File: config.mk
export PLATFORM = sky130hd
export DESIGN_NAME = image_stream_source
export DESIGN_NICKNAME = d
export VERILOG_FILES = /design/src/rtl/image_stream_source.sv
export SDC_FILE = /design/constraint.sdc
export NUM_CORES = 1
export LEC_CHECK = 0
export ABC_CLOCK_PERIOD_IN_PS = 6300
export BUFFER_PORTS_ARGS = -buffer_cell sky130_fd_sc_hd__buf_4
export CORE_ASPECT_RATIO = 0.8
export CORE_MARGIN = 5
export CORE_UTILIZATION = 59
export DETAILED_ROUTE_END_ITERATION = 16
export PLACE_DENSITY = 0.82
export SYNTH_ARGS = -nofsm -noshare
export SYNTH_HDL_FRONTEND = slang
export SYNTH_SLANG_ARGS = --single-unit
File: constraint.sdc
create_clock -name data_clk -period 6.3 [get_ports data_clk]
set_input_delay 0 -clock data_clk [delete_from_list [all_inputs] [get_ports data_clk]]
set_output_delay 0 -clock data_clk [all_outputs]
set_load 0.02 [all_outputs]
File: src/rtl/image_stream_source.sv
// image_stream_source
// Producer side of the image stream feeding the CNN feature extractor.
// Takes raw loader words: one header word carrying the square image side,
// then side*side pixel words, which are forwarded with one cycle of latency.
//
// Optional build macro: HEADER_MAGIC_CHECK_EN
//   defined   : a header also needs 16'hC0DE in its top 16 bits.
//   undefined : only the side range 1..MAX_IMAGE_SIZE is checked.
//
// Handshake: a loader word moves when in_valid && in_ready are both high at a
// rising data_clk edge. in_ready is a registered output that never depends
// combinationally on in_valid. There is no back-pressure from the consumer:
// image_valid is a one-cycle strobe, image_data holds between strobes.
//
// o_dbg_state exposes the FSM encoding (0 IDLE, 1 STREAM, 2 DONE).

module image_stream_source #(
  parameter int DATA_WIDTH          = 32,
  parameter int MAX_IMAGE_SIZE      = 512,
  parameter int MAX_IMAGE_SIZE_LOG2 = 9
) (
  input  logic                           data_clk,
  input  logic                           data_rst,
  input  logic                           in_valid,
  input  logic [DATA_WIDTH-1:0]          in_data,
  output logic                           in_ready,
  input  logic                           frame_abort,
  output logic                           size_detection_done,
  output logic [MAX_IMAGE_SIZE_LOG2:0]   image_size,
  output logic [DATA_WIDTH-1:0]          image_data,
  output logic                           image_valid,
  output logic                           frame_done,
  output logic                           header_error,
  output logic [1:0]                     o_dbg_state
);

  // Side field width and pixel counter width (full square, no truncation).
  localparam int SW = MAX_IMAGE_SIZE_LOG2 + 1;
  localparam int CW = 2 * SW;

  typedef enum logic [1:0] {
    ST_IDLE   = 2'd0,
    ST_STREAM = 2'd1,
    ST_DONE   = 2'd2
  } state_t;

  state_t              r_state;
  state_t              w_next_state;

  logic                r_in_ready;
  logic                r_sdd;
  logic [SW-1:0]       r_image_size;
  logic [DATA_WIDTH-1:0] r_image_data;
  logic                r_image_valid;
  logic                r_frame_done;
  logic                r_header_error;
  logic [CW-1:0]       r_count;

  logic                w_in_ready_nxt;
  logic                w_sdd_nxt;
  logic [SW-1:0]       w_image_size_nxt;
  logic [DATA_WIDTH-1:0] w_image_data_nxt;
  logic                w_image_valid_nxt;
  logic                w_frame_done_nxt;
  logic                w_header_error_nxt;
  logic [CW-1:0]       w_count_nxt;

  logic                w_xfer;
  logic [SW-1:0]       w_side;
  logic                w_side_ok;
  logic                w_magic_ok;
  logic                w_hdr_ok;
  logic                w_last;
  logic [CW-1:0]       w_side_sq;

  // Header decode and transfer qualification.
  assign w_xfer    = in_valid && r_in_ready;
  assign w_side    = in_data[MAX_IMAGE_SIZE_LOG2:0];
  assign w_side_ok = (w_side != '0) && (w_side <= SW'(MAX_IMAGE_SIZE));
  assign w_side_sq = CW'(w_side) * CW'(w_side);
  assign w_last    = (r_count == CW'(1));

`ifdef HEADER_MAGIC_CHECK_EN
  assign w_magic_ok = (in_data[DATA_WIDTH-1:DATA_WIDTH-16] == 16'hC0DE);
`else
  assign w_magic_ok = 1'b1;
`endif

  assign w_hdr_ok = w_side_ok && w_magic_ok;

  // State register.
  always_ff @(posedge data_clk) begin
    if (data_rst) begin
      r_state <= ST_IDLE;
    end else begin
      r_state <= w_next_state;
    end
  end

  // Next-state logic; abort wins over a simultaneous last-pixel transfer.
  always_comb begin
    w_next_state = r_state;
    unique case (r_state)
      ST_IDLE: begin
        if (w_xfer && w_hdr_ok) begin
          w_next_state = ST_STREAM;
        end
      end
      ST_STREAM: begin
        if (frame_abort) begin
          w_next_state = ST_IDLE;
        end else if (w_xfer && w_last) begin
          w_next_state = ST_DONE;
        end
      end
      ST_DONE: begin
        w_next_state = ST_IDLE;
      end
      default: begin
        w_next_state = ST_IDLE;
      end
    endcase
  end

  // Output/datapath next values for the registered outputs and counter.
  always_comb begin
    w_in_ready_nxt     = (w_next_state != ST_DONE);
    w_sdd_nxt          = r_sdd;
    w_image_size_nxt   = r_image_size;
    w_image_data_nxt   = r_image_data;
    w_image_valid_nxt  = 1'b0;
    w_frame_done_nxt   = 1'b0;
    w_header_error_nxt = 1'b0;
    w_count_nxt        = r_count;
    unique case (r_state)
      ST_IDLE: begin
        if (w_xfer) begin
          if (w_hdr_ok) begin
            w_image_size_nxt = w_side;
            w_count_nxt      = w_side_sq;
            w_sdd_nxt        = 1'b1;
          end else begin
            w_header_error_nxt = 1'b1;
          end
        end
      end
      ST_STREAM: begin
        if (frame_abort) begin
          // Partial frame dropped; any word presented now is discarded.
          w_sdd_nxt   = 1'b0;
          w_count_nxt = '0;
        end else if (w_xfer) begin
          w_image_data_nxt  = in_data;
          w_image_valid_nxt = 1'b1;
          w_count_nxt       = r_count - CW'(1);
        end
      end
      ST_DONE: begin
        // The last pixel is on the outputs this cycle; close the frame next.
        w_frame_done_nxt = 1'b1;
        w_sdd_nxt        = 1'b0;
      end
      default: begin
        w_sdd_nxt   = 1'b0;
        w_count_nxt = '0;
      end
    endcase
  end

  // Output and counter registers.
  always_ff @(posedge data_clk) begin
    if (data_rst) begin
      r_in_ready     <= 1'b0;
      r_sdd          <= 1'b0;
      r_image_size   <= '0;
      r_image_data   <= '0;
      r_image_valid  <= 1'b0;
      r_frame_done   <= 1'b0;
      r_header_error <= 1'b0;
      r_count        <= '0;
    end else begin
      r_in_ready     <= w_in_ready_nxt;
      r_sdd          <= w_sdd_nxt;
      r_image_size   <= w_image_size_nxt;
      r_image_data   <= w_image_data_nxt;
      r_image_valid  <= w_image_valid_nxt;
      r_frame_done   <= w_frame_done_nxt;
      r_header_error <= w_header_error_nxt;
      r_count        <= w_count_nxt;
    end
  end

  assign in_ready            = r_in_ready;
  assign size_detection_done = r_sdd;
  assign image_size          = r_image_size;
  assign image_data          = r_image_data;
  assign image_valid         = r_image_valid;
  assign frame_done          = r_frame_done;
  assign header_error        = r_header_error;
  assign o_dbg_state         = r_state;

  // A pixel strobe only ever appears inside an accepted frame.
  a_valid_in_frame : assert property (@(posedge data_clk) disable iff (data_rst)
    image_valid |-> size_detection_done);

  // The frame is closed by the time frame_done is reported.
  a_done_closed : assert property (@(posedge data_clk) disable iff (data_rst)
    frame_done |-> !size_detection_done);

endmodule
# Word level (Yosys, flattened, before mapping)
# Index checks and enable logic that the tools add are counted.
# word_totals
register_bits	69
latchBits	0
ram_bits	0
rom_bits	0
in_bits	36
word_cells	53
n_memories	0
# op_classes
add_sub_neg	1
n_mul	1
div	0
magnitude_cmp	1
eq_ne	8
shift	0
mux	16
bitwise	5
reduce_logical	12
# ops
operator	n
$mux W20	4
$pmux W20 S3	1
$eq A20 B1 Y1 const B	1
$mul A10 B10 Y20	1
$sub A20 B1 Y20 const B	1
$le A10 B10 Y1 const B	1
$reduce_bool A10 Y1	1
$reduce_and A3 Y1	3
$ne A2 B2 Y1 const B	4
$mux W1	6
$mux W2	3
$reduce_or A3 Y1	2
$not A1 Y1	5
$logic_and A1 B1 Y1	4
$pmux W2 S2	1
$reduce_and A4 Y1	1
$ne A3 B3 Y1 const B	1
$eq A2 B1 Y1 const B	1
$eq A2 B2 Y1 const B	1
$logic_not A2 Y1	1
$pmux W1 S2	1

# Longest topological paths before layout
# logic_depth
word_depth	6
depth_mapped	20
ltp_nobuf	18

# Least setup slack after synthesis
# OpenSTA, ideal clock, no wires.
# synth_path
kind	input-to-reg
startpoint	in in_data[9]
endpoint	reg r_count[16]
setup_ps	91
arrival_ps	4985
setup_slack_ps	1224
path_stages	18
path_cell_list	clkbuf_1 > clkbuf_1 > nand2_1 > fa_1 > fa_1 > inv_1 > fa_1 > fa_1 > inv_1 > fa_1 > inv_1 > ha_1 > o21ai_0 > nor2_1 > o41a_1 > o211ai_1 > or4b_2 > a311oi_1
# synth_between
elab_chain_cells	4
word_cells_on_any_way	9
classes_between	mul: 1; order compare: 1; eq/ne: 1; mux: 3; reduce/logical: 3
# synth_lines
item	line	source
from (decl)	25	input logic [DATA_WIDTH-1:0] in_data,
$mul A10 B10 Y20 (tied with other cells)	80	assign w_side_sq = CW'(w_side) * CW'(w_side);
$mux W20 / $logic_and A1 B1 Y1 (equally long branches)	138, 79	
$mux W20 / $ne A2 B2 Y1 (equally long branches)	n/a	
$pmux W20 S3 / $reduce_and A4 Y1 (equally long branches)	n/a	
to (signal assigned)	189	r_count <= w_count_nxt;
to (decl)	57	logic [CW-1:0] r_count;
# Several ways; a longest one is shown, not always the timed one. The select of a mux whose other input is x is not followed.
# A chain may end at the register's enable or synchronous reset.

# Worst setup path after layout
# layout_path
startpoint	in in_data[0]
endpoint	reg r_count[16]
# Same word-level chain as after synthesis.

==> impl_metrics.ini <==
[floorplanning]
rows = 32
die_y_um = 99.5
die_w_um = 122
core-area_mm2 = 0.00973
die_area_mm2 = 0.0121
start_util_pct = 60.7
io_pins = 85

[drt]
first_pass_iters = 5
wl_um = 17300
avgRoutedWirePerCell_um = 18.1
ant_nets = 0
drc = 0
drt_iter0_markers = 527
via_count = 5723
vias_per_cell = 6.00

[status]
outcome = finished clean

[layout]
stdcell_count = 954
layout_commonest_cell = nand2_1
nFillCells = 706
final_cell_mix = nand2_1, buf_4, inv_1
insertedDiodeCount = 0
final_cell_area_mm2 = 0.00722
syn_to_final_growth_pct = 22.2
drive_above_1_share_pct = 13.9
multi_input_area_mm2 = 0.00411
regArea_mm2 = 0.00138
final_nets = 947

[global_routing]
grt_pass1_vias = 5821
antenna_found_initial = 0
overflow = 0
gr-usage-all-layers_pct = 29.1
grt_max_degree = 70
grt_pass1_wl_um = 28300

[pwr]
intPower_mw = 1.46
swShare_pct = 43.2
p_seq_share_pct = 19.8
ir_drop_mv = 0.291
pwr-share-comb_pct = 56.9
p_switching_mw = 1.11
power.leakage_nw = 3.27
p_per_area_mw_per_mm2 = 356
p_clk_share_pct = 23.3

[clocking]
htree_levels = 3
cts_sinks = 69
cts_resized = 0
cts_buffers = 9
clock_latency_ps = 340
cts.path.max_buffers = 2
cts_tree = built
path_clk_slew_ps = 60
post-cts-setup-buffers = 0
root_buffer = clkbuf_16

[timing]
max_freq_mhz = 185
slew_headroom_pct = 33.9
timing.final.crit_period_ps = 5390
worst_slew_pin_slew_ps = 983
hold_viol = 0
setup_viol = 0
fin_hold_ws_ps = 11.5
tns_ps = 0
grt_setup_unrepaired = no
slew_viol_final = 0
period_share_pct = 85.6
fin_skew_ps = 11.6

[synth]
yosysTopAreaCell = dfxtp_1
yosysSeqAreaShare_pct = 23.4
netlist.area_leader.share_pct = 23.4
netlist_area_mm2 = 0.00591
synthFlopType = dfxtp_1
ys_types = 55
synthArstFlopShare_pct = 0
syn_inst = 725
syn-mean-instance-area_um2 = 8.15
synth-seq-cells = 69
yosysWarningCount = 0
synth_nets = 859
synth-edff-count = 0
synth_area_leaders = dfxtp_1, fa_1, ha_1

[setup_path]
cp.arrival_ps = 5640
required_ps = 6540
cp-end-kind = flip-flop
criticalPathCategory = in2reg
crit_path_start_kind = primary input
path_max_fanout = 16

[job]
max_cap_violations = 0

[placed_design]
gp_congestion = 0.890
dpl_cell_area_mm2 = 0.00661
port_buffers = 84
numPlacedInstances = 912
place_hpwl_um = 11800

[hold_path]
min_path_type = in2reg
-- synth_stat cells (2+ instances only) --
cell,n
nand2b_1,5
a32o_1,2
o31ai_1,5
nand2_1,103
nand3b_1,3
o32ai_1,3
or4_1,5
clkbuf_1,34
and2_1,28
nor2b_1,3
a21oi_1,67
xnor2_1,13
ha_1,51
o21ai_0,22
nor2_1,41
nand4_1,6
fa_1,47
o21bai_1,4
o31a_1,4
nor3b_1,3
or3_1,11
o21a_1,5
a311oi_1,3
a21o_1,4
inv_1,78
nor4_1,9
a22oi_1,7
buf_2,2
a31oi_1,3
nor3_1,16
o22ai_1,8
nand3_1,11
o211ai_1,4
mux2i_1,10
or2_2,3
and3_1,3
mux2_2,3
dfxtp_1,69
xor2_1,9
a211oi_1,3
-- layout make-up --
| class | count | share of cell area, % |
|---|---|---|
| repair buffers | 114 | 12.7 |
| well taps | 136 | 2.36 |
| inverters | 78 | 4.05 |
| flip-flops and latches | 69 | 19.1 |
| multi-input cells | 541 | 56.9 |
| clock buffers | 11 | 3.36 |
| clock inverters | 5 | 1.49 |
-- registers in the layout, indices dropped and copies added, names as in the netlist --
name                 flops
frame_done               1
header_error             1
image_data              32
image_size              10
image_valid              1
in_ready                 1
o_dbg_state              2
r_count                 20
size_detection_done      1
-- cells by family after synthesis --
| group | count (synthesis) | synth area share, % |
|---|---|---|
| compound gates | 151 | 15.7 |
| xor+xnor | 22 | 3.26 |
| fa+ha+maj | 98 | 26.7 |
| buf+inv | 115 | 7.35 |
| flops | 69 | 23.4 |
| mux | 13 | 2.27 |
| simple gates | 257 | 21.3 |
-- metrics by stage --
stage                     setup WS [ps]  utilization (%)  power (mW)
final                               907             74.2        2.57
after global routing                562             74.2        2.78
after CTS                           973             74.2        2.55
after global placement             1340             68.0        1.89
after floorplan                    1220                -        1.59
after detailed placement           1170             68.0        1.93
-- power groups by stage --
| stage | sequential, mW | clock, mW | combinational, mW |
|---|---|---|---|
| 3_5_place_dp | 0.515 | 0 | 1.41 |
| 5_1_grt | 0.512 | 0.620 | 1.65 |
| 3_3_place_gp | 0.511 | 0 | 1.38 |
| 2_1_floorplan | 0.510 | 0 | 1.07 |
| 4_1_cts | 0.506 | 0.600 | 1.44 |
| 6_report | 0.509 | 0.599 | 1.46 |
-- metal layers --
layer	GRT usage (%)	wire length, um	vias up
met3	5.80	1350	46
met2	49.4	8620	270
met1	37.1	6970	2766
li1	-	-	2641
met4	10.2	333	0
met5	0	0	-
-- worst max-delay path, stage by stage --
cell           delay (ps)
dlygate4sd3_1         540
buf_4                 220
nand2_1               140
fa_1                  540
fa_1                  540
inv_1                  50
fa_1                  500
fa_1                  550
inv_1                  60
fa_1                  550
inv_1                  50
ha_1                  340
o21ai_0               110
nor2_1                110
o41a_1                260
o211ai_1              150
or4b_2                630
a311oi_1              290
-- final timing paths --
check	start	end	slack [ps]	cells after the start
worst min register to register	image_data[1]	image_data[1]	460	2
worst max-delay path	in_data[0]	r_count[16]	910	18
worst min-delay path	in_data[2]	image_data[2]	10	3
worst max register to register	r_count[2]	r_count[15]	3470	6
-- what timing repair did --
action	in CTS	in global routing
hold buffers	26	0
setup endpoints to repair	0	0
endpoints found under the hold margin	26	0
No activity file was read; power rests on OpenSTA's default activity.
